==> src/rtl/nibble_unpacker.sv <==
// nibble_unpacker: rebuilds operands a and b from BEATS nibble-packed bytes
// {a_slice, b_slice}, MS slices first, and presents them on a valid/ready output.
// Ports: clk, rst_n (async, active-low); in_valid/in_ready/in_sof/in_data beat input;
//        out_valid/out_ready, a_out, b_out word output; err framing-error pulse;
//        max_out, a_gt_b compare results (built only with NIBBLE_UNPACKER_CMP_EN defined).
module nibble_unpacker #(
    parameter int DATA_W = 8,
    parameter int BEAT_W = 4
) (
    input  logic                clk,
    input  logic                rst_n,
    input  logic                in_valid,
    output logic                in_ready,
    input  logic                in_sof,
    input  logic [2*BEAT_W-1:0] in_data,
    output logic                out_valid,
    input  logic                out_ready,
    output logic [DATA_W-1:0]   a_out,
    output logic [DATA_W-1:0]   b_out,
    output logic                err,
    output logic [DATA_W-1:0]   max_out,
    output logic                a_gt_b
);

    localparam int BEATS = DATA_W / BEAT_W;
    localparam int CNT_W = (BEATS > 1) ? $clog2(BEATS) : 1;
    localparam logic [CNT_W-1:0] LAST = CNT_W'(BEATS - 1);

    generate
        if ((DATA_W % BEAT_W) != 0 || BEATS < 1) begin : g_bad_cfg
            $error("nibble_unpacker: DATA_W must be a multiple of BEAT_W");
        end
    endgenerate

    typedef enum logic {COLLECT, HOLD} state_t;

    state_t            state;
    logic [CNT_W-1:0]  cnt;
    logic [DATA_W-1:0] a_sh;
    logic [DATA_W-1:0] b_sh;

    logic              accept;
    logic              orphan;
    logic              last;
    logic              load;
    logic [CNT_W-1:0]  idx;
    logic [BEAT_W-1:0] a_sl;
    logic [BEAT_W-1:0] b_sl;
    logic [DATA_W-1:0] a_base;
    logic [DATA_W-1:0] b_base;
    logic [DATA_W-1:0] a_nxt;
    logic [DATA_W-1:0] b_nxt;

    assign in_ready = (state == COLLECT);
    assign accept   = in_valid && in_ready;
    assign a_sl     = in_data[2*BEAT_W-1:BEAT_W];
    assign b_sl     = in_data[BEAT_W-1:0];

    // A beat without sof at cnt 0 has no word to belong to and is dropped.
    assign orphan = !in_sof && (cnt == '0);

    // An sof beat always restarts the word, discarding any partial slices.
    assign idx    = in_sof ? '0 : cnt;
    assign last   = (idx == LAST);
    assign a_base = in_sof ? '0 : a_sh;
    assign b_base = in_sof ? '0 : b_sh;
    assign a_nxt  = (a_base << BEAT_W) | DATA_W'(a_sl);
    assign b_nxt  = (b_base << BEAT_W) | DATA_W'(b_sl);
    assign load   = accept && !orphan && last;

    always_ff @(posedge clk or negedge rst_n) begin
        if (!rst_n) begin
            state     <= COLLECT;
            cnt       <= '0;
            a_sh      <= '0;
            b_sh      <= '0;
            a_out     <= '0;
            b_out     <= '0;
            out_valid <= 1'b0;
            err       <= 1'b0;
        end else begin
            err <= 1'b0;
            unique case (state)
                COLLECT: begin
                    if (accept) begin
                        if (orphan) begin
                            err <= 1'b1;
                        end else begin
                            err  <= in_sof && (cnt != '0);
                            a_sh <= a_nxt;
                            b_sh <= b_nxt;
                            if (last) begin
                                cnt       <= '0;
                                a_out     <= a_nxt;
                                b_out     <= b_nxt;
                                out_valid <= 1'b1;
                                state     <= HOLD;
                            end else begin
                                cnt <= idx + CNT_W'(1);
                            end
                        end
                    end
                end
                HOLD: begin
                    if (out_ready) begin
                        out_valid <= 1'b0;
                        state     <= COLLECT;
                    end
                end
                default: state <= COLLECT;
            endcase
        end
    end

`ifdef NIBBLE_UNPACKER_CMP_EN
    logic gt_nxt;

    assign gt_nxt = (a_nxt > b_nxt);

    // Compare results are captured with the word so they stay aligned with it.
    always_ff @(posedge clk or negedge rst_n) begin
        if (!rst_n) begin
            a_gt_b  <= 1'b0;
            max_out <= '0;
        end else if (load) begin
            a_gt_b  <= gt_nxt;
            max_out <= gt_nxt ? a_nxt : b_nxt;
        end
    end
`else
    logic unused_load;

    assign unused_load = load;
    assign a_gt_b      = 1'b0;
    assign max_out     = '0;
`endif

endmodule

==> config.mk <==
export PLATFORM = sky130hd
export DESIGN_NAME = nibble_unpacker
export DESIGN_NICKNAME = d
export VERILOG_FILES = /design/src/rtl/nibble_unpacker.sv
export SDC_FILE = /design/constraint.sdc
export NUM_CORES = 1
export LEC_CHECK = 0
export CAP_MARGIN = 20
export CORE_ASPECT_RATIO = 1.75
export CORE_MARGIN = 2
export CORE_UTILIZATION = 40
export DETAILED_ROUTE_END_ITERATION = 7
export GPL_TIMING_DRIVEN = 0
export PLACE_DENSITY = 0.74
export SLEW_MARGIN = 10
export SYNTH_ARGS = -nofsm -noshare
export SYNTH_HDL_FRONTEND = slang
export SYNTH_SLANG_ARGS = --single-unit
==> constraint.sdc <==
create_clock -name clk -period 1.6 [get_ports clk]
set_clock_uncertainty 0.05 [all_clocks]
set_input_delay 0.16 -clock clk [delete_from_list [all_inputs] [get_ports clk]]
set_output_delay 0.16 -clock clk [all_outputs]
set_load 0.01 [all_outputs]
== Yosys cells after proc, flatten, opt, wreduce, memory -nomap -nowiden ==
Index checks and enable logic that the tools add are counted.
W data, S select, Z words.

* Flip-flop bits (word level): 28
* Latch bits: 0
* Bits in writable memories: 0
* Bits in read-only memories: 0
* Input port bits: 13
* Logic and storage cells: 42
* Memories kept: 0

* Add/subtract/negate cells: 1
* $mul: 0
* Div/mod/pow operators: 0
* Magnitude comparators: 0
* Eq/ne operators: 4
* Shifts and indexed selects: 0
* Muxes and demuxes: 17
* Bitwise logic cells: 5
* Reduce and logical (&&, ||, !) cells: 7

{| class="wikitable"
|+ Operators by type and width
! kind !! number
|-
| $or A8 B4 Y8 || 2
|-
| $mux W1 || 13
|-
| $mux W4 || 2
|-
| $reduce_and A4 Y1 || 2
|-
| $ne A2 B1 Y1 const B || 2
|-
| $ne A2 B2 Y1 const B || 2
|-
| $pmux W1 S2 || 2
|-
| $logic_and A1 B1 Y1 || 3
|-
| $not A1 Y1 || 3
|-
| $reduce_and A3 Y1 || 1
|-
| $add A1 B1 Y1 const B || 1
|-
| $logic_not A1 Y1 || 1
|}

== Longest topological paths before layout ==
Gate-level depths: netlist (run 1).

* Word-level depth: 5
* Depth in mapped cells: 6

== Least setup slack after synthesis (run 1) ==
OpenSTA, ideal clock, no wires.

* Path type: register to register
* Start point: register cnt
* End point: register a_out[0]
* Setup time: 125 ps
* Data arrival time: 1371 ps
* Data required time: 1425 ps
* Slack: 54 ps
* Cell stages (with the launch flop): 7
* Buffers on the path: 2
* Cell sequence: dfrtp_1 > inv_1 > ha_1 > and4bb_1 > buf_6 > buf_12 > mux2_4

* Longest elaborated chain between the ends: 4
* Elaborated cells between the ends (all ways): 5
* Those cells by class: mux (1); bitwise (2); reduce/logical (2)

{| class="wikitable"
|+ RTL lines
! what !! RTL line !! source
|-
| start, declared || 38 || <nowiki>logic [CNT_W-1:0] cnt;</nowiki>
|-
| start signal, assigned || 99 || <nowiki>cnt <= idx + CNT_W'(1);</nowiki>
|-
| $not A1 Y1 || 60 || <nowiki>assign orphan = !in_sof && (cnt == '0);</nowiki>
|-
| $logic_and A1 B1 Y1 || 60 ||
|-
| $not A1 Y1 (no line) || - ||
|-
| $reduce_and A4 Y1 (no line) * || - ||
|-
| end signal, assigned || 94 || <nowiki>a_out <= a_nxt;</nowiki>
|-
| end, declared || 18 || <nowiki>output logic [DATA_W-1:0] a_out,</nowiki>
|}

Every way passes the cells marked *; elsewhere a longest branch is shown, timed or not.
A chain may end at the register's enable or synchronous reset.

== Worst setup path in the final report (run 1) ==
* Start point: register cnt
* End point: register b_out[4]

* Longest elaborated chain between the ends: 4
* Elaborated cells between the ends (all ways): 5
* Those cells by class: mux (1); bitwise (2); reduce/logical (2)

{| class="wikitable"
|+ RTL lines
! what !! RTL line !! source
|-
| $not A1 Y1 || 60 ||
|-
| $logic_and A1 B1 Y1 || 60 ||
|-
| $not A1 Y1 (no line) || - ||
|-
| $reduce_and A4 Y1 (no line) * || - ||
|-
| end signal, assigned || 95 || <nowiki>b_out <= b_nxt;</nowiki>
|-
| end, declared || 19 || <nowiki>output logic [DATA_W-1:0] b_out,</nowiki>
|}

Marks and branches as above.

==> flow_summary.toml, run 1 <==
[worst_setup_path]
end_kind = "register"
path_class = "register to register"
reg2regPathDepth = 6
cp-start-kind = "register"
r2r_start = "cnt"
crit_fanout = 5
rr_endpoint = "b_out[4]"
cp_data_arrival_time_ns = 1.71
critPathRequiredTime_ns = 1.72
rrSetupSlack_ns = 0.007

[place]
dp_hpwl_mm = 1.69
gp_congestion = 0.732
io_buffers = 31
dpl-instance-area_um2 = 1680

[logic_synthesis]
yosysTopAreaCellShare = 0.556
synth-seq-cells = 28
synthesis.area_um2 = 1260
seq_area_frac_synth = 0.556
synth_cell_types = 18
syn_area_per_cell_um2 = 14.7
yosys_warnings = 0
synth_top_area_cell = "dfrtp_1"
synthCells = 86
yosys-top-cells-area = "dfrtp_1, mux2_2, mux2_4"

[route]
dr.first_iter.drc_count = 4
dr_total_vias = 752
antenna_left = 0
dr.pass1.iters = 2
wl_per_cell_um = 13.3
drc = 0
via_per_inst = 4.27
drt-total-wl_mm = 2.34

[sta]
fmaxAchievable_mhz = 628
timing.hold.ws_ns = 0.241
slew_violations = 0
min_period_ns = 1.59
rsz0062_at_grt = "yes"
setup_viol = 0
tns_ns = 0
hold_violations = 0
worst_pin_slew_ns = 0.680
slew_headroom = 0.545
min_period_over_period = 0.996

[power_and_ir_drop]
power_density_nw_per_um2 = 1720
power_leakage_nw = 0.837
total_power_mw = 3.16
ir_drop_mv = 0.969

[floorplanning]
initial_utilization = 0.410
die_h_um = 78.3
die_x_um = 46.4
core_area_um2 = 3070
die-area_um2 = 3640
io_pins = 41
std_cell_rows = 27

[layout]
final_nets = 149
area_growth_pct = 46.0
layout-drive-gt1-share = 0.361
diodes = 0
layout_commonest_cell = "clkdlybuf4s50_1"
final_cell_mix = "clkdlybuf4s50_1, dfrtp_1, mux2_4"
post-route-util = 0.599
fin_area_um2 = 1840
fillers = 247

[flow_run]
max_cap_violations = 0

[min_path]
min_path_type = "input pin to async pin"

[clock_tree]
cts_sinks = 28
path_clk_slew_ns = 0.10
h-tree-depth = 1
clockBufferDepth = 2
cts_buffers = 3
clock_latency_ns = 0.27
cts_tree = "yes"
cts-root-buf = "clkbuf_8"

[global_route]
grt_pass1_vias = 831
antenna_found_initial = 0
gr-usage-all-layers = 0.141
grt.overflow.total = 0
grt_max_degree = 17
grt_first_pass_wirelength_mm = 3.72

[status]
status = "complete, no violations"
==> layer usage <==
metal / vias up / share of wire / GRT usage
met1: 361 / 0.42 / 0.170
met5: - / 0 / 0
met3: 2 / 0.045 / 0.0253
met4: 0 / 0.011 / 0.0600
met2: 27 / 0.53 / 0.235
li1: 362 / - / -
==> synth_stat cells, drive strengths merged <==
cell    count
mux2       24
nor3b       2
conb        1
nand2       1
o21ai       1
nor2b       8
ha          2
and4bb      1
inv         3
a21o        1
nand3b      1
dfrtp      28
buf        12
mux2i       1
==> how the worst max path moves through the flow <==
| stage | endpoint | depth (start not counted) | from |
|---|---|---|---|
| floorplan | a_out[0] | 6 | cnt |
| global placement | a_out[1] | 7 | in_sof |
| detailed placement | a_out[6] | 7 | in_sof |
| CTS | a_out[3] | 6 | cnt |
| global route | b_out[5] | 6 | cnt |
| finish | b_out[4] | 6 | cnt |
==> where the power goes <==
group	total, mW	switching [mW]	leakage (nW)	internal, mW
registers	1.22	0.182	0.340	1.04
logic	1.40	0.450	0.461	0.948
clock network	0.547	0.213	0.0357	0.335
total	3.16	0.844	0.837	2.32
==> worst max-delay path, cell delays in order, from the launching register on <==
cell,delay [ns]
dfrtp_1,0.39
inv_2,0.06
ha_4,0.15
and4bb_1,0.25
buf_6,0.14
clkbuf_16,0.15
mux2_4,0.29
==> registers in the layout (all words and copies together), names as in the netlist <==
register,count
err,1
cnt,1
state,1
out_valid,1
b_sh,4
a_out,8
b_out,8
a_sh,4
==> timing repair <==
action | CTS | global route
buffers inserted | 2 | 0
pin swaps | 0 | 1
cloned | 0 | 1
hold buffers | 0 | 0
endpoints found under the setup margin | 26 | 24
endpoints found under the hold margin | 0 | 0
gates resized for setup | 4 | 8
==> cell families after synthesis <==
group,share of synthesized area
other,0.00297
flip-flops,0.556
adder cells (fa/ha/maj),0.0198
AO/OA/AOI/OAI,0.0109
multiplexers,0.249
buffers and inverters,0.0913
AND/OR/NAND/NOR,0.0704
==> cell type report <==
cell class	count	area, µm²	share of cell area
plain buffers	12	106	0.0577
clock buffers	3	41.3	0.0224
inverters	3	11.3	0.00611
repair buffers	35	392	0.213
clock inverters	1	30.0	0.0163
multi-input cells	51	507	0.275
well taps	43	53.8	0.0292
flip-flops and latches	28	701	0.380
==> stage by stage <==
| step | setup WS, ns | instances |
|---|---|---|
| detailed placement | -0.686 | 169 |
| floorplan | 0.0535 | 94 |
| global route | -0.0451 | 176 |
| finish | 0.00715 | 176 |
| global placement | -0.649 | 168 |
| CTS | -0.0134 | 175 |
No activity file was read; power rests on OpenSTA's default activity.
==> run 2: changes to the inputs <==
RECOVER_POWER = 100   (was unset)
==> run 2 against run 1 <==
Core utilization decreased by 0.73 points; clock-buffer cell count unchanged; largest power group unchanged; flip-flop and latch count unchanged; largest cell class unchanged; die area unchanged; final area decreased by 1.2%; final cell count unchanged; sequential power about the same; worst setup slack about the same; combinational power about the same; total power decreased by 0.26%; sequential share of layout area increased by 0.47 points; via count unchanged.
==> flow_summary.toml, run 2 (synthesis gave the netlist of run 1 again) <==
[status]
status = "complete, no violations"

[clock_tree]
cts_buffers = 3
h-tree-depth = 1
cts_tree = "yes"
cts-root-buf = "clkbuf_8"
cts_sinks = 28
cts_hold_buf = 0
path_clk_slew_ns = 0.10
clockBufferDepth = 2
clock_latency_ns = 0.27

[power_and_ir_drop]
total_power_mw = 3.16
ir_drop_mv = 0.968
power_leakage_nw = 0.828
power_density_nw_per_um2 = 1730

[worst_setup_path]
cp_data_arrival_time_ns = 1.71
critPathSlowestCell = "dfrtp_1"
path_buf_inv = 3
cp-start-kind = "register"
end_kind = "register"
crit_chain = "inv_2 -> ha_4 -> and4bb_1 -> buf_6 -> clkbuf_16 -> mux2_4"
crit_cells = 6
path_class = "register to register"
crit_family = "flip-flops"
reg2regPathDepth = 6
critPathRequiredTime_ns = 1.72
slowest_delay_ns = 0.39
crit_fanout = 5

[place]
gp_congestion = 0.732
dp.cells = 169
io_buffers = 31
dpl-instance-area_um2 = 1680
dp_hpwl_mm = 1.69

[layout]
layout-drive-gt1-share = 0.361
final_cell_mix = "clkdlybuf4s50_1, dfrtp_1, mux2_4"
fin_area_um2 = 1820
biggestRegsByFlops = "a_out: 8 flops, b_out: 8 flops"
diodes = 0
layout_commonest_cell = "clkdlybuf4s50_1"
area_growth_pct = 44.2
fillers = 250
final_nets = 149
fin_cells = 176

[route]
dr.first_iter.drc_count = 4
antenna_left = 0
dr_total_vias = 752
dr.pass1.iters = 2
drc = 0
drt-total-wl_mm = 2.34
wl_per_cell_um = 13.3
via_per_inst = 4.27

[sta]
rsz0062_at_grt = "yes"
setup_viol = 0
worst_pin_slew_ns = 0.573
slew_violations = 0
slew_headroom = 0.617
min_period_ns = 1.59
timing.hold.ws_ns = 0.262
fmaxAchievable_mhz = 628
hold_violations = 0
tns_ns = 0
min_period_over_period = 0.996

[global_route]
grt_pass1_vias = 831
antenna_found_initial = 0
grt.overflow.total = 0
gr-usage-all-layers = 0.141
grt_first_pass_wirelength_mm = 3.72
grt_max_degree = 17

[floorplanning]
std_cell_rows = 27
die_h_um = 78.3
core_area_um2 = 3070
initial_utilization = 0.410
io_pins = 41
die-area_um2 = 3640
die_x_um = 46.4

[flow_run]
max_cap_violations = 0

[min_path]
min_path_type = "input pin to async pin"
## run 2: changes by cell type in the layout (fill, tap and decap cells not counted), sizes merged
cell and change:
buf -1, clkbuf +1, clkdlybuf4s50 -1, dlygate4sd3 +1
## run 2: layout make-up
class	count	area, µm²	area share
plain buffers	12	106	0.0585
clock buffers	3	41.3	0.0227
clock inverters	1	30.0	0.0165
inverters	3	11.3	0.00619
multi-input cells	51	507	0.279
flip-flops and latches	28	701	0.385
well taps	43	53.8	0.0296
repair buffers	35	369	0.203
## run 2: power by group
| part | switching (mW) | internal (mW) | total (mW) |
|---|---|---|---|
| clock network | 0.213 | 0.335 | 0.547 |
| logic | 0.448 | 0.941 | 1.39 |
| registers | 0.182 | 1.04 | 1.22 |
## run 2: worst paths after layout
check,from,endpoint,slack (ns)
setup / recovery,cnt,b_out[4],0.007
hold / removal,rst_n,b_out[2],0.26
setup reg to reg,cnt,b_out[4],0.007
min in group clk,in_sof,b_out[5],0.41
max in group asynchronous,rst_n,a_out[1],0.43
hold reg to reg,out_valid,out_valid,0.44
## run 2: routing by layer
metal / track usage / up-vias / part of all wire
met4: 0.0600 / 0 / 0.011
met3: 0.0253 / 2 / 0.045
met5: 0 / - / 0
met2: 0.235 / 27 / 0.52
li1: - / 362 / -
met1: 0.170 / 361 / 0.42
## run 2: repair_timing
action / CTS / global route
gates cloned: 0 / 1
gates resized for setup: 4 / 8
pin swaps: 0 / 1
setup endpoints to repair: 26 / 24
hold endpoints to repair: 0 / 0
buffers inserted: 2 / 0
## run 2: worst register-to-register path: stages (launching register included)
cell       delay [ns]
dfrtp_1          0.39
inv_2            0.06
ha_4             0.15
and4bb_1         0.25
buf_6            0.14
clkbuf_16        0.15
mux2_4           0.29
## run 2: through the flow
step                utilization  setup WS [ns]
finish                    0.592        0.00691
global route              0.592        -0.0451
CTS                       0.581        -0.0134
detailed placement        0.547         -0.686
global placement          0.538         -0.649
floorplan                     -         0.0535
==> run 3: changes to the inputs <==
HOLD_SLACK_MARGIN = 0.02   (was unset)
==> results of run 3 <==
No change in the layout: final DEF, timing and power equal those of run 2.
